$ cat src/rtl/vga_timing_gen.sv
// Raster timing generator: sync, data-enable and incremental framebuffer address for an integer-scaled image.
// Outputs are registered with one pixel of latency. Optional letterbox window via VGA_TIMING_WINDOW_EN.
module vga_timing_gen #(
  parameter int H_VIS       = 640,
  parameter int H_FP        = 120,
  parameter int H_SYNC      = 128,
  parameter int H_BP        = 168,
  parameter int V_VIS       = 576,
  parameter int V_FP        = 13,
  parameter int V_SYNC      = 4,
  parameter int V_BP        = 35,
  parameter int HSYNC_POL   = 1,
  parameter int VSYNC_POL   = 1,
  parameter int SCALE_SHIFT = 2,
  parameter int FB_WIDTH    = 160,
  parameter int ADDR_W      = 15,
  parameter int CW          = 11
`ifdef VGA_TIMING_WINDOW_EN
  ,
  parameter int WIN_X       = 0,
  parameter int WIN_Y       = 0,
  parameter int WIN_W       = H_VIS,
  parameter int WIN_H       = V_VIS
`endif
) (
  input  logic              clk,
  input  logic              rst,
  input  logic              pix_ce,
  output logic              hsync,
  output logic              vsync,
  output logic              de,
  output logic [ADDR_W-1:0] fb_addr,
  output logic              line_start,
  output logic              frame_start,
  output logic [CW-1:0]     h_count,
  output logic [CW-1:0]     v_count
`ifdef VGA_TIMING_WINDOW_EN
  ,
  output logic              fb_valid
`endif
);

`ifndef VGA_TIMING_WINDOW_EN
  localparam int WIN_X = 0;
  localparam int WIN_Y = 0;
  localparam int WIN_W = H_VIS;
  localparam int WIN_H = V_VIS;
`endif

  localparam int H_TOT    = H_VIS + H_FP + H_SYNC + H_BP;
  localparam int V_TOT    = V_VIS + V_FP + V_SYNC + V_BP;
  localparam int HS_START = H_VIS + H_FP;
  localparam int HS_END   = HS_START + H_SYNC;
  localparam int VS_START = V_VIS + V_FP;
  localparam int VS_END   = VS_START + V_SYNC;
  localparam int PW       = (SCALE_SHIFT > 0) ? SCALE_SHIFT : 1;
  localparam logic [PW-1:0] PH_MAX = PW'((1 << SCALE_SHIFT) - 1);
  localparam logic HP = (HSYNC_POL != 0);
  localparam logic VP = (VSYNC_POL != 0);

  logic [CW-1:0]     h, v;
  logic [PW-1:0]     h_ph, v_ph;
  logic [ADDR_W-1:0] col, line_base;

  logic h_last, v_last, hs_act, vs_act, vis, in_win;

  always_comb begin
    h_last = (h == CW'(H_TOT - 1));
    v_last = (v == CW'(V_TOT - 1));
    hs_act = (int'(h) >= HS_START) && (int'(h) < HS_END);
    vs_act = (int'(v) >= VS_START) && (int'(v) < VS_END);
    vis    = (int'(h) < H_VIS) && (int'(v) < V_VIS);
    in_win = vis &&
             (int'(h) >= WIN_X) && (int'(h) < WIN_X + WIN_W) &&
             (int'(v) >= WIN_Y) && (int'(v) < WIN_Y + WIN_H);
  end

  // Phase counters replace the (pos - WIN) >> SCALE_SHIFT division; col/line_base track it without a multiply.
  always_ff @(posedge clk) begin
    if (rst) begin
      h           <= '0;
      v           <= '0;
      h_ph        <= '0;
      v_ph        <= '0;
      col         <= '0;
      line_base   <= '0;
      hsync       <= ~HP;
      vsync       <= ~VP;
      de          <= 1'b0;
      fb_addr     <= '0;
      line_start  <= 1'b0;
      frame_start <= 1'b0;
      h_count     <= '0;
      v_count     <= '0;
`ifdef VGA_TIMING_WINDOW_EN
      fb_valid    <= 1'b0;
`endif
    end else if (pix_ce) begin
      hsync       <= hs_act ? HP : ~HP;
      vsync       <= vs_act ? VP : ~VP;
      de          <= vis;
      fb_addr     <= in_win ? (line_base + col) : '0;
      line_start  <= (h == '0);
      frame_start <= (h == '0) && (v == '0);
      h_count     <= h;
      v_count     <= v;
`ifdef VGA_TIMING_WINDOW_EN
      fb_valid    <= in_win;
`endif
      if (h_last) begin
        h    <= '0;
        h_ph <= '0;
        col  <= '0;
        if (v_last) begin
          v         <= '0;
          v_ph      <= '0;
          line_base <= '0;
        end else begin
          v <= v + 1'b1;
          if ((int'(v) >= WIN_Y) && (int'(v) + 1 < V_VIS)) begin
            if (v_ph == PH_MAX) begin
              v_ph      <= '0;
              line_base <= line_base + ADDR_W'(FB_WIDTH);
            end else begin
              v_ph <= v_ph + 1'b1;
            end
          end
        end
      end else begin
        h <= h + 1'b1;
        if (int'(h) >= WIN_X) begin
          if (h_ph == PH_MAX) begin
            h_ph <= '0;
            col  <= col + 1'b1;
          end else begin
            h_ph <= h_ph + 1'b1;
          end
        end
      end
    end
  end

endmodule

$ cat config.mk
export PLATFORM = sky130hd
export DESIGN_NAME = vga_timing_gen
export DESIGN_NICKNAME = d
export VERILOG_FILES = /design/src/rtl/vga_timing_gen.sv
export SDC_FILE = /design/constraint.sdc
export NUM_CORES = 1
export LEC_CHECK = 0
export ABC_AREA = 1
export CORE_UTILIZATION = 58
export CTS_CLUSTER_DIAMETER = 150
export DETAILED_ROUTE_END_ITERATION = 12
export PLACE_DENSITY_LB_ADDON = 0.25
export SETUP_SLACK_MARGIN = 0.02
export SYNTH_ARGS = -nofsm -noshare
export SYNTH_HDL_FRONTEND = slang
export SYNTH_SLANG_ARGS = --single-unit
$ cat constraint.sdc
create_clock -name clk -period 2.1 [get_ports clk]
set_input_delay 0.63 -clock clk [delete_from_list [all_inputs] [get_ports clk]]
set_output_delay 0.63 -clock clk [all_outputs]
set_load 0.005 [all_outputs]
* After elaboration in Yosys (flattened, before gate mapping)
Cells that the tools add are included.
** Operators by class
- $add $sub $neg :: 8
- $mul :: 0
- Divide/modulo/power cells :: 0
- Order comparisons :: 7
- Equality and inequality tests :: 4
- Shifts and indexed selects :: 0
- Muxes and demuxes :: 15
- Bitwise logic cells :: 0
- Reduce and logical (&&, ||, !) cells :: 15
** Operator list (count)
- $mux 15 :: 6
- $lt 11x10->1 const B :: 4
- $add 11x1->11 const B :: 2
- $ge 11x10->1 const B :: 2
- $logic_not 11->1 :: 2
- $mux 11 :: 2
- $add 15x1->15 const B :: 1
- $add 15x15->15 :: 1
- $add 15x8->15 const B :: 1
- $add 11x1->12 const B :: 1
- $lt 12x10->1 const B :: 1
- $eq 11x10->1 const B :: 1
- $eq 11x11->1 const B :: 1
- $mux 2 :: 5
- $logic_and 1x1->1 :: 6
- $reduce_bool 2->1 :: 3
- $add 2x1->2 const B :: 2
- $eq 2x2->1 const B :: 2
- $reduce_and 2->1 :: 2
- $reduce_and 4->1 :: 1
- $reduce_and 3->1 :: 1
- $mux 1 :: 2
** Storage, ports and cells
- Register bits :: 98
- Bits in latches :: 0
- Memory bits (writable) :: 0
- Memory bits (read-only) :: 0
- Bits of input ports :: 3
- Output and inout bits :: 42
- Word-level logic and storage cells :: 63
- Memories :: 0

* Depth between registers and ports, before layout
Gate-level depths: netlist of run 1.
- Word-level depth :: 5
- Depth in mapped cells :: 14
- Mapped depth without buffers :: 13

* Worst setup path before layout of run 1
No wires, ideal clock.
- Kind :: flip-flop to flip-flop
- From :: reg v[0]
- To :: reg line_base[8]
- Arrival time :: 1.678 ns
- Path slack :: 0.307 ns
- Cell stages (with the launch flop) :: 14
- Cell sequence :: dfxtp_1 ha_1 inv_1 nor2_4 nand2_2 nor2_4 nand3_2 o21ai_2 nand3_4 nand2_4 buf_6 nand3_1 nand2_1 nor2_1
** On the way
- Cells in the longest elaborated chain, start to end :: 4
** Ends and longest elaborated chain
- from (decl) :: line 61 : logic [CW-1:0] h, v;
- from (signal assigned) :: line 119 : v <= v + 1'b1;
- $add 11x1->12 :: line 120 : if ((int'(v) >= WIN_Y) && (int'(v) + 1 < V_VIS)) begin
- $lt 12x10->1 :: line 120
- $reduce_bool 2->1 (no line)
- $reduce_and 4->1 (no line)
- to (signal assigned) :: line 123 : line_base <= line_base + ADDR_W'(FB_WIDTH);
- to (decl) :: line 63 : logic [ADDR_W-1:0] col, line_base;
Parallel ways exist; a longest one is shown, timed or not.
A chain may end at the register's enable or synchronous reset.

* Worst setup path in the final report of run 1
- From :: reg vsync
- To :: out vsync
** RTL lines
- from (decl) :: line 30 : output logic vsync,
- from (signal assigned) :: line 88 : vsync <= ~VP;
- from (signal assigned) :: line 100 : vsync <= vs_act ? VP : ~VP;
No word-level cell between the ends.

==> qor.yml, run 1 <==
status: "finished clean"
cpMaxStageDelayCell: "clkdlybuf4s50_1"
postCtsHoldBufs: 0
timing.critical_path.buf_inv: 1
port_buffers: 44
critical-path-max-stage-delay_ns: 0.53
synth_area_leaders: "dfxtp_1 38%, nand2_1 10%, a21oi_1 8.7%"
dieArea_mm2: 0.00879
regToRegSetupSlack_ns: 0.24
grtUsageTotal_pct: 27.8
avgSynthCellArea_um2: 7.25
p_leak_nw: 2.29
ys_seq_elements: 93
crit_type: "flop to primary output"
powerDensity_mw_per_mm2: 550
num_vias: 4779
fmax_ghz: 0.526
clkSinkCount: 93
core_area_mm2: 0.00818
place_ws_ns: -0.0685
cp.arrival_ns: 1.27
clk_root_buffer_cell: "clkbuf_8"
wl_per_cell_um: 13.9
grtUsageMet1_pct: 34.4
drt-vias-per-instance: 5.66
fp.dieW_um: 93.8
crit_required_ns: 1.47
synth_nets: 696
die_y_um: 93.8
fin_util_pct: 70.3
synth_cells: 674
dp_hpwl_mm: 8.51
synth_seq_area_share_pct: 38.1
clk_latency_ns: 0.37
fin_nets: 757
grt_pass1_vias: 4344
drt_pre_antenna_iters: 4
worstPathCellList: "clkdlybuf4s50_1"
finalCriticalPeriod_ns: 1.90
drc: 0
synth.cell_area_mm2: 0.00488
yosys.area.top_type_share_pct: 38.1
drive_above_1_share_pct: 10.9
top_usage_layer: "met2"
routed_wl_mm: 11.7
finalSetupViolCount: 0
diodes: 0
grt_antenna_before_repair: 0
cp_top_family: "buffers and inverters"
cts_resized: 0
ant_nets: 0
final-hold-violation-count: 0
synth-edff-count: 0
synth_cell_types: 47
cp-start-kind: "flop"
drv_cap: 0
grt_pass1_wl_mm: 19.4
post-route-cell-area_mm2: 0.00575
synthFlopType: "dfxtp_1"
postCtsSetupBuffers: 0
clockBufferDepth: 2
grt_overflow_total: 0
final.setup.worst_slack_ns: 0.199
cp-end-kind: "primary output"
drv_slew: 0
cts-buffers-inserted: 9
yosys.area.top_type: "dfxtp_1"
peakVddDrop_mv: 0.430
synth_warnings: 0
htreeDepth: 3
met3_usage_pct: 3.48
fp-row-count: 33
floorplan.initialDensity_pct: 59.7
post-route-period-util_pct: 90.5
area_delta_synth_final_pct: 17.7
globalRouteMet2Util_pct: 47.5
rsz0062_at_grt: "false"
clkSlewWorstSetupHoldPaths_ns: 0.09
hp-class: "flop to flop"
async_flop_share_pct: 0
dpl_cell_area_mm2: 0.00555
grt_max_degree: 44
ios: 45
cp_max_fo: 2
first_iter_violations: 256
cts_tree: "yes"
routabilityCongestion: 0.947
skew_ns: 0.0123
## cells in the final DEF (no fill, tap or decap), types with 4 or more instances in the layout
| cell | n |
|---|---|
| nand4_1 | 20 |
| nand2_2 | 6 |
| nand3_1 | 50 |
| or2_2 | 4 |
| inv_2 | 6 |
| xor2_1 | 14 |
| nand2_4 | 4 |
| clkdlybuf4s50_1 | 44 |
| inv_1 | 49 |
| nand3b_1 | 6 |
| nor2_4 | 5 |
| clkbuf_8 | 9 |
| xnor2_1 | 4 |
| buf_4 | 28 |
| nand2_1 | 135 |
| ha_1 | 19 |
| nor3_1 | 17 |
| dfxtp_1 | 92 |
| a21oi_1 | 85 |
| a211oi_1 | 6 |
| nor2_1 | 60 |
| o21ai_0 | 36 |
## state kept, by name (all words and copies together) (netlist names), 2 cells and up
| name | flops |
|---|---|
| v_ph | 2 |
| h_count | 11 |
| fb_addr | 15 |
| line_base | 10 |
| v_count | 11 |
| h_ph | 2 |
| h | 11 |
| v | 11 |
| col | 15 |
## area by class of cell
type / instances / area (um2)
Clock buffer: 10 / 128
Timing Repair Buffer: 72 / 651
Sequential cell: 93 / 1860
Tap cell: 105 / 131
Clock inverter: 6 / 55.1
Multi-Input combinational cell: 502 / 2710
Inverter: 57 / 214
Fill cell: 658 / 2430
## Yosys cell counts (3+ instances only)
library cell  instances
a211oi_1              6
a21oi_1              85
buf_2                 6
clkbuf_1             12
dfxtp_1              93
ha_1                 19
inv_1                49
inv_2                 6
nand2_1             135
nand2_2               6
nand2_4               3
nand3_1              50
nand3_2               3
nand3b_1              6
nand4_1              20
nor2_1               60
nor2_4                5
nor3_1               17
o21ai_0              37
or2_2                 4
xnor2_1               4
xor2_1               14
## through the flow
step	std cells	setup TNS [ns]	hold WS, ns	power [mW]
floorplan	674	0	0.448	1.96
global placement	828	-0.111	0.448	2.06
detailed placement	828	-0.737	0.456	2.06
CTS	844	0	0.470	3.18
global route	845	0	0.484	3.29
finish	845	0	0.466	3.16
## metal layers
| layer | part of all wire, % | up-vias |
|---|---|---|
| met5 | 0 | - |
| met4 | 2.9 | 0 |
| met3 | 4.2 | 31 |
| met2 | 47 | 136 |
| met1 | 46 | 2213 |
| li1 | - | 2399 |
## where the power goes
group	internal (mW)	leakage (nW)	switching, mW
registers	1.80	0.755	0.0209
logic	0.0979	1.45	0.112
clock network	0.454	0.0934	0.678
total	2.35	2.29	0.810
## cell families (layout without fill, tap and decap cells)
| group | after synthesis | count (layout) | share of synthesized area, % |
|---|---|---|---|
| AOI/OAI and AO/OA | 146 | 146 | 16.3 |
| adders and majority gates | 19 | 19 | 4.87 |
| xor gates and xnor gates | 18 | 18 | 3.23 |
| DFF | 93 | 93 | 38.1 |
| buffers and inverters | 80 | 145 | 6.69 |
| other | 1 | 1 | 0.0768 |
| and+or+nand+nor | 317 | 318 | 30.7 |
## path summary, 6_finish.rpt
check | start | to | cells past startpoint
worst max-delay path | vsync | vsync | 1
worst min-delay path | fb_addr[3] | fb_addr[3] | 2
worst max register to register | v[1] | line_base[10] | 12
worst min register to register | fb_addr[3] | fb_addr[3] | 2
(Power assumes the default switching activity.)
==> run 2: changes to the inputs <==
Settings changed: CAP_MARGIN set to 20, CORE_UTILIZATION 58 to 61, CTS_CLUSTER_DIAMETER 150 to 120, DONT_BUFFER_PORTS set to 1.
==> run 2 against run 1 <==
Effect of this change:
- maximum frequency up 1.1%
- first-iteration DRC count down 13%
- sequential share of layout area is 3.7 points higher
- critical path depth is 11 higher
- clock power about the same
- non-clock buffer count fell by 61
- cell count decreased by 7.7%
- clock skew grew 0.0071 ns
- register-to-register slack worse by 0.02 ns
- largest cell class unchanged
- largest power group unchanged
- highest routed layer unchanged
==> qor.yml, run 2 (same netlist as run 1, synthesis figures left out) <==
postCtsSetupBuffers: 0  # unchanged
cts_tree: "yes"  # unchanged
num_vias: 4498  # was 4779
place_ws_ns: 0.217  # was -0.0685 ns
clkSlewWorstSetupHoldPaths_ns: 0.11  # was 0.09 ns
clk_latency_ns: 0.37  # about the same
drv_cap: 0  # unchanged
peakVddDrop_mv: 0.558  # was 0.430 mV
drt-vias-per-instance: 5.77  # was 5.66
drc: 0  # unchanged
hp-class: "primary input to flop"  # was flop to flop
crit_required_ns: 2.36  # was 1.47 ns
postCtsHoldBufs: 0  # unchanged
port_buffers: 0  # was 44
wl_per_cell_um: 14.5  # was 13.9 um
cp-end-kind: "flop"  # was primary output
drive_above_1_share_pct: 9.29  # was 10.9%
floorplan.initialDensity_pct: 63.2  # was 59.7%
place_inst: 764  # was 828
fin_cells: 780  # was 845
pwr-share-seq_pct: 59.2  # was 57.5%
die_y_um: 91.5  # was 93.8 um
final.setup.worst_slack_ns: 0.220  # was 0.199 ns
grt_antenna_before_repair: 0  # unchanged
p_switching_mw: 0.780  # was 0.810 mW
dp_hpwl_mm: 8.10  # was 8.51 mm
drt_pre_antenna_iters: 5  # was 4
swShare_pct: 25.4  # was 25.7%
powerDensity_mw_per_mm2: 595  # was 550 mW/mm2
grtUsageTotal_pct: 28.2  # was 27.8%
grt_pass1_wl_mm: 19.1  # was 19.4 mm
layout_common_cells: "135 x nand2_1, 92 x dfxtp_1, 85 x a21oi_1"  # unchanged
p_int_mw: 2.29  # was 2.35 mW
fp-row-count: 32  # was 33
reg_top3: "col: 15 flops, fb_addr: 15 flops"  # unchanged
diodes: 0  # unchanged
cp.arrival_ns: 2.14  # was 1.27 ns
fmax_ghz: 0.532  # was 0.526 GHz
layout_commonest_cell: "nand2_1"  # unchanged
dieArea_mm2: 0.00837  # was 0.00879 mm2
clockBufferDepth: 2  # unchanged
finalSetupViolCount: 0  # unchanged
grt_overflow_total: 0  # unchanged
crit_type: "flop to flop"  # was flop to primary output
htreeDepth: 3  # unchanged
p_leak_nw: 2.04  # was 2.29 nW
post-route-period-util_pct: 89.5  # was 90.5%
clk_root_buffer_cell: "clkbuf_8"  # unchanged
clkSinkCount: 93  # unchanged
p_comb_share_pct: 3.9  # was 6.6%
cp-start-kind: "flop"  # unchanged
cp_max_fo: 22  # was 2
ant_nets: 0  # unchanged
area_delta_synth_final_pct: 5.74  # was 17.7%
finalSetupTns_ns: 0  # unchanged
first_iter_violations: 222  # was 256
routabilityCongestion: 0.887  # was 0.947
fin_nets: 695  # was 757
core_area_mm2: 0.00773  # was 0.00818 mm2
finalCriticalPeriod_ns: 1.88  # was 1.90 ns
skew_ns: 0.0194  # was 0.0123 ns
grt_max_degree: 49  # was 44
drv_slew: 0  # unchanged
rsz0062_at_grt: "false"  # unchanged
routed_wl_mm: 11.3  # was 11.7 mm
fp.dieW_um: 91.5  # was 93.8 um
cts_resized: 0  # unchanged
p_clk_share_pct: 36.8  # was 35.8%
cts-buffers-inserted: 9  # unchanged
ios: 45  # unchanged
final-hold-violation-count: 0  # unchanged
status: "finished clean"  # unchanged
grt_pass1_vias: 4225  # was 4344
run 2: cell types whose count changed in the layout (fill, tap and decap cells not counted):
cell / previous run / this run
buf_4: 28 / 11
clkdlybuf4s50_1: 44 / 0
clkinvlp_4: 0 / 1
o21ai_0: 36 / 37
o21ai_1: 2 / 1
nand2_4: 4 / 3
clkinv_4: 3 / 2
run 2: cell type report:
type	count	area, um2
Multi-Input combinational cell	501	2700
Fill cell	687	2560
Sequential cell	93	1860
Inverter	57	214
Clock buffer	10	128
Tap cell	102	128
Timing Repair Buffer	11	82.6
Clock inverter	6	53.8
run 2: worst max-delay path, stage by stage (launching register included):
cell,delay [ns]
dfxtp_1,0.44
ha_1,0.20
inv_1,0.08
nor2_4,0.14
nand2_2,0.09
nor2_4,0.12
nand3_2,0.08
o21ai_2,0.09
nand3_4,0.10
nand2_4,0.19
nand3_1,0.10
nand2_1,0.08
nor2_1,0.04
run 2: through the flow:
step	hold slack (ns)	util (%)	instance area, um2	total power [mW]
2_1_floorplan	0.448	-	4880	1.96
3_3_place_gp	0.453	64.5	4980	1.98
3_5_place_dp	0.458	64.5	4980	1.98
4_1_cts	0.306	66.8	5160	3.09
5_1_grt	0.296	66.8	5160	3.19
6_report	0.318	66.8	5160	3.07
run 2: final timing paths:
kind	from	endpoint	slack [ns]	depth (start not counted)
worst min register to register	h_ph[1]	h_ph[1]	0.47	2
worst max register to register	v[1]	line_base[10]	0.22	12
worst min-delay path	rst	h_count[0]	0.32	1
worst max-delay path	v[1]	line_base[10]	0.22	12
run 2: metal layers:
layer	vias to the layer above	part of all wire [%]	routed length, um	track usage (%)
met1	2062	45	5140	35.5
met4	0	2.4	268	10.4
met3	28	4.9	557	5.44
met5	-	0	0	0
met2	137	47	5360	47.5
li1	2271	-	-	-
run 2: power groups by stage:
stage / clock network, mW / registers [mW] / logic (mW)
2_1_floorplan: 0 / 1.86 / 0.107
3_3_place_gp: 0 / 1.86 / 0.115
3_5_place_dp: 0 / 1.86 / 0.119
4_1_cts: 1.15 / 1.82 / 0.120
5_1_grt: 1.22 / 1.83 / 0.137
6_report: 1.13 / 1.82 / 0.121
==> run 3: changes to the inputs <==
Settings changed: CELL_PAD_IN_SITES_DETAIL_PLACEMENT set to 0, CELL_PAD_IN_SITES_GLOBAL_PLACEMENT set to 1, CORE_UTILIZATION 61 to 46.
==> run 3 against run 2 <==
Effect of this change:
- clock skew shrank 0.0054 ns
- die area grew 32%
- critical path depth is the same
- sequential power hardly changed
- routed wire length grew 7.5%
- clock-buffer cell count down 1
- setup slack got worse by 0.0042 ns
- global-route usage is 5.1 points lower
- cell area increased by 0.95%
- sequential cell count did not move
- via count down 1.7%
- largest cell class unchanged
==> qor.yml, run 3 (same netlist as run 1, synthesis figures left out) <==
floorplan.initialDensity_pct: 47.3  # was 63.2%
cp.arrival_ns: 2.15  # was 2.14 ns
post-route-cell-area_mm2: 0.00521  # was 0.00516 mm2
ios: 45  # unchanged
htreeDepth: 3  # unchanged
reg_top3: "col: 15 flops, fb_addr: 15 flops"  # unchanged
postCtsHoldBufs: 0  # unchanged
fin_cells: 815  # was 780
post-route-period-util_pct: 89.7  # was 89.5%
clk_root_buffer_cell: "clkbuf_8"  # unchanged
diodes: 0  # unchanged
cts-buffers-inserted: 9  # unchanged
fin_nets: 696  # was 695
peakVddDrop_mv: 0.322  # was 0.558 mV
grt_pass1_wl_mm: 20.3  # was 19.1 mm
p_leak_nw: 2.06  # was 2.04 nW
num_vias: 4420  # was 4498
powerDensity_mw_per_mm2: 585  # was 595 mW/mm2
drive_above_1_share_pct: 9.72  # was 9.29%
cts_tree: "yes"  # unchanged
clockBufferDepth: 2  # unchanged
routed_wl_mm: 12.2  # was 11.3 mm
cp-start-kind: "flop"  # unchanged
critical-path-max-stage-delay_ns: 0.47  # was 0.44 ns
core_area_mm2: 0.0103  # was 0.00773 mm2
cp-end-kind: "flop"  # unchanged
postCtsSetupBuffers: 0  # unchanged
crit_required_ns: 2.37  # was 2.36 ns
layout_common_cells: "134 x nand2_1, 92 x dfxtp_1, 85 x a21oi_1"  # was 135 x nand2_1, 92 x dfxtp_1, 85 x a21oi_1
drt-vias-per-instance: 5.42  # was 5.77
cp_max_fo: 11  # was 22
crit_top_cell: "nor2_4"  # unchanged
fin_util_pct: 50.5  # was 66.8%
die_y_um: 105  # was 91.5 um
grt_antenna_before_repair: 0  # unchanged
finalSetupTns_ns: 0  # unchanged
worstPathCellList: "ha_1 -> inv_1 -> nor2_4 -> nand2_2 -> nor2_4 -> nand3_2 -> o21ai_2 -> nand3_4 -> nand2_4 -> nand3_1 -> nand2_1 -> nor2_1"  # unchanged
layout_commonest_cell: "nand2_1"  # unchanged
p_total_mw: 3.05  # was 3.07 mW
dp_hpwl_mm: 8.84  # was 8.10 mm
final-hold-violation-count: 0  # unchanged
grt_overflow_total: 0  # unchanged
timing.critical_path.buf_inv: 1  # unchanged
grt_max_degree: 49  # unchanged
fmax_ghz: 0.531  # was 0.532 GHz
crit_type: "flop to flop"  # unchanged
fp-row-count: 37  # was 32
clkSinkCount: 93  # unchanged
drv_cap: 0  # unchanged
cp_top_family: "simple AND/OR/NAND/NOR gates"  # unchanged
wl_per_cell_um: 14.9  # was 14.5 um
skew_ns: 0.0140  # was 0.0194 ns
port_buffers: 0  # unchanged
status: "finished clean"  # unchanged
ant_nets: 0  # unchanged
cts_resized: 0  # unchanged
grtUsageTotal_pct: 23.0  # was 28.2%
hp-class: "primary input to flop"  # unchanged
area_delta_synth_final_pct: 6.74  # was 5.74%
dieArea_mm2: 0.0110  # was 0.00837 mm2
finalSetupViolCount: 0  # unchanged
cpMaxStageDelayCell: "dfxtp_1"  # unchanged
rsz0062_at_grt: "false"  # unchanged
finalCriticalPeriod_ns: 1.88  # about the same
first_iter_violations: 161  # was 222
drt_pre_antenna_iters: 4  # was 5
slew_headroom_pct: 65.4
dpl_cell_area_mm2: 0.00502  # was 0.00498 mm2
worst_pin_slew_ns: 0.514
fp.dieW_um: 105  # was 91.5 um
drc: 0  # unchanged
grt_pass1_vias: 4199  # was 4225
place_inst: 798  # was 764
clk_latency_ns: 0.38  # was 0.37 ns
drv_slew: 0  # unchanged
routabilityCongestion: 0.906  # was 0.887
clkSlewWorstSetupHoldPaths_ns: 0.09  # was 0.11 ns
run 3: final cells by class:
class / instances / area [um2]
Clock buffer: 9 / 124
Sequential cell: 93 / 1860
Clock inverter: 7 / 50.0
Timing Repair Buffer: 11 / 82.6
Inverter: 57 / 214
Multi-Input combinational cell: 502 / 2710
Fill cell: 1067 / 5110
Tap cell: 136 / 170
run 3: through the flow:
stage                     hold slack, ns  setup slack, ns
after global placement             0.452            0.234
final                              0.322            0.216
after floorplan                    0.448            0.307
after global routing               0.295           0.0235
after detailed placement           0.467            0.169
after CTS                          0.300            0.172
run 3: final timing paths:
kind,startpoint,end,slack [ns],cells after the start
hold / removal,rst,fb_addr[1],0.32,1
setup reg to reg,v[0],line_base[8],0.22,12
hold reg to reg,fb_addr[1],fb_addr[1],0.48,2
setup / recovery,v[0],line_base[8],0.22,12
run 3: power breakdown:
part / leakage, nW / switching (mW) / internal, mW
registers: 0.755 / 0.0270 / 1.80
clock network: 0.0937 / 0.673 / 0.437
logic: 1.21 / 0.0729 / 0.0434
run 3: routing by layer:
metal  track usage (%)  wire [um]  vias to the layer above
li1                  -          -                     2279
met1              29.0       5670                     2033
met2              38.8       5770                      101
met3              5.93        626                        7
met4              6.24        118                        0
met5                 0          0                        -
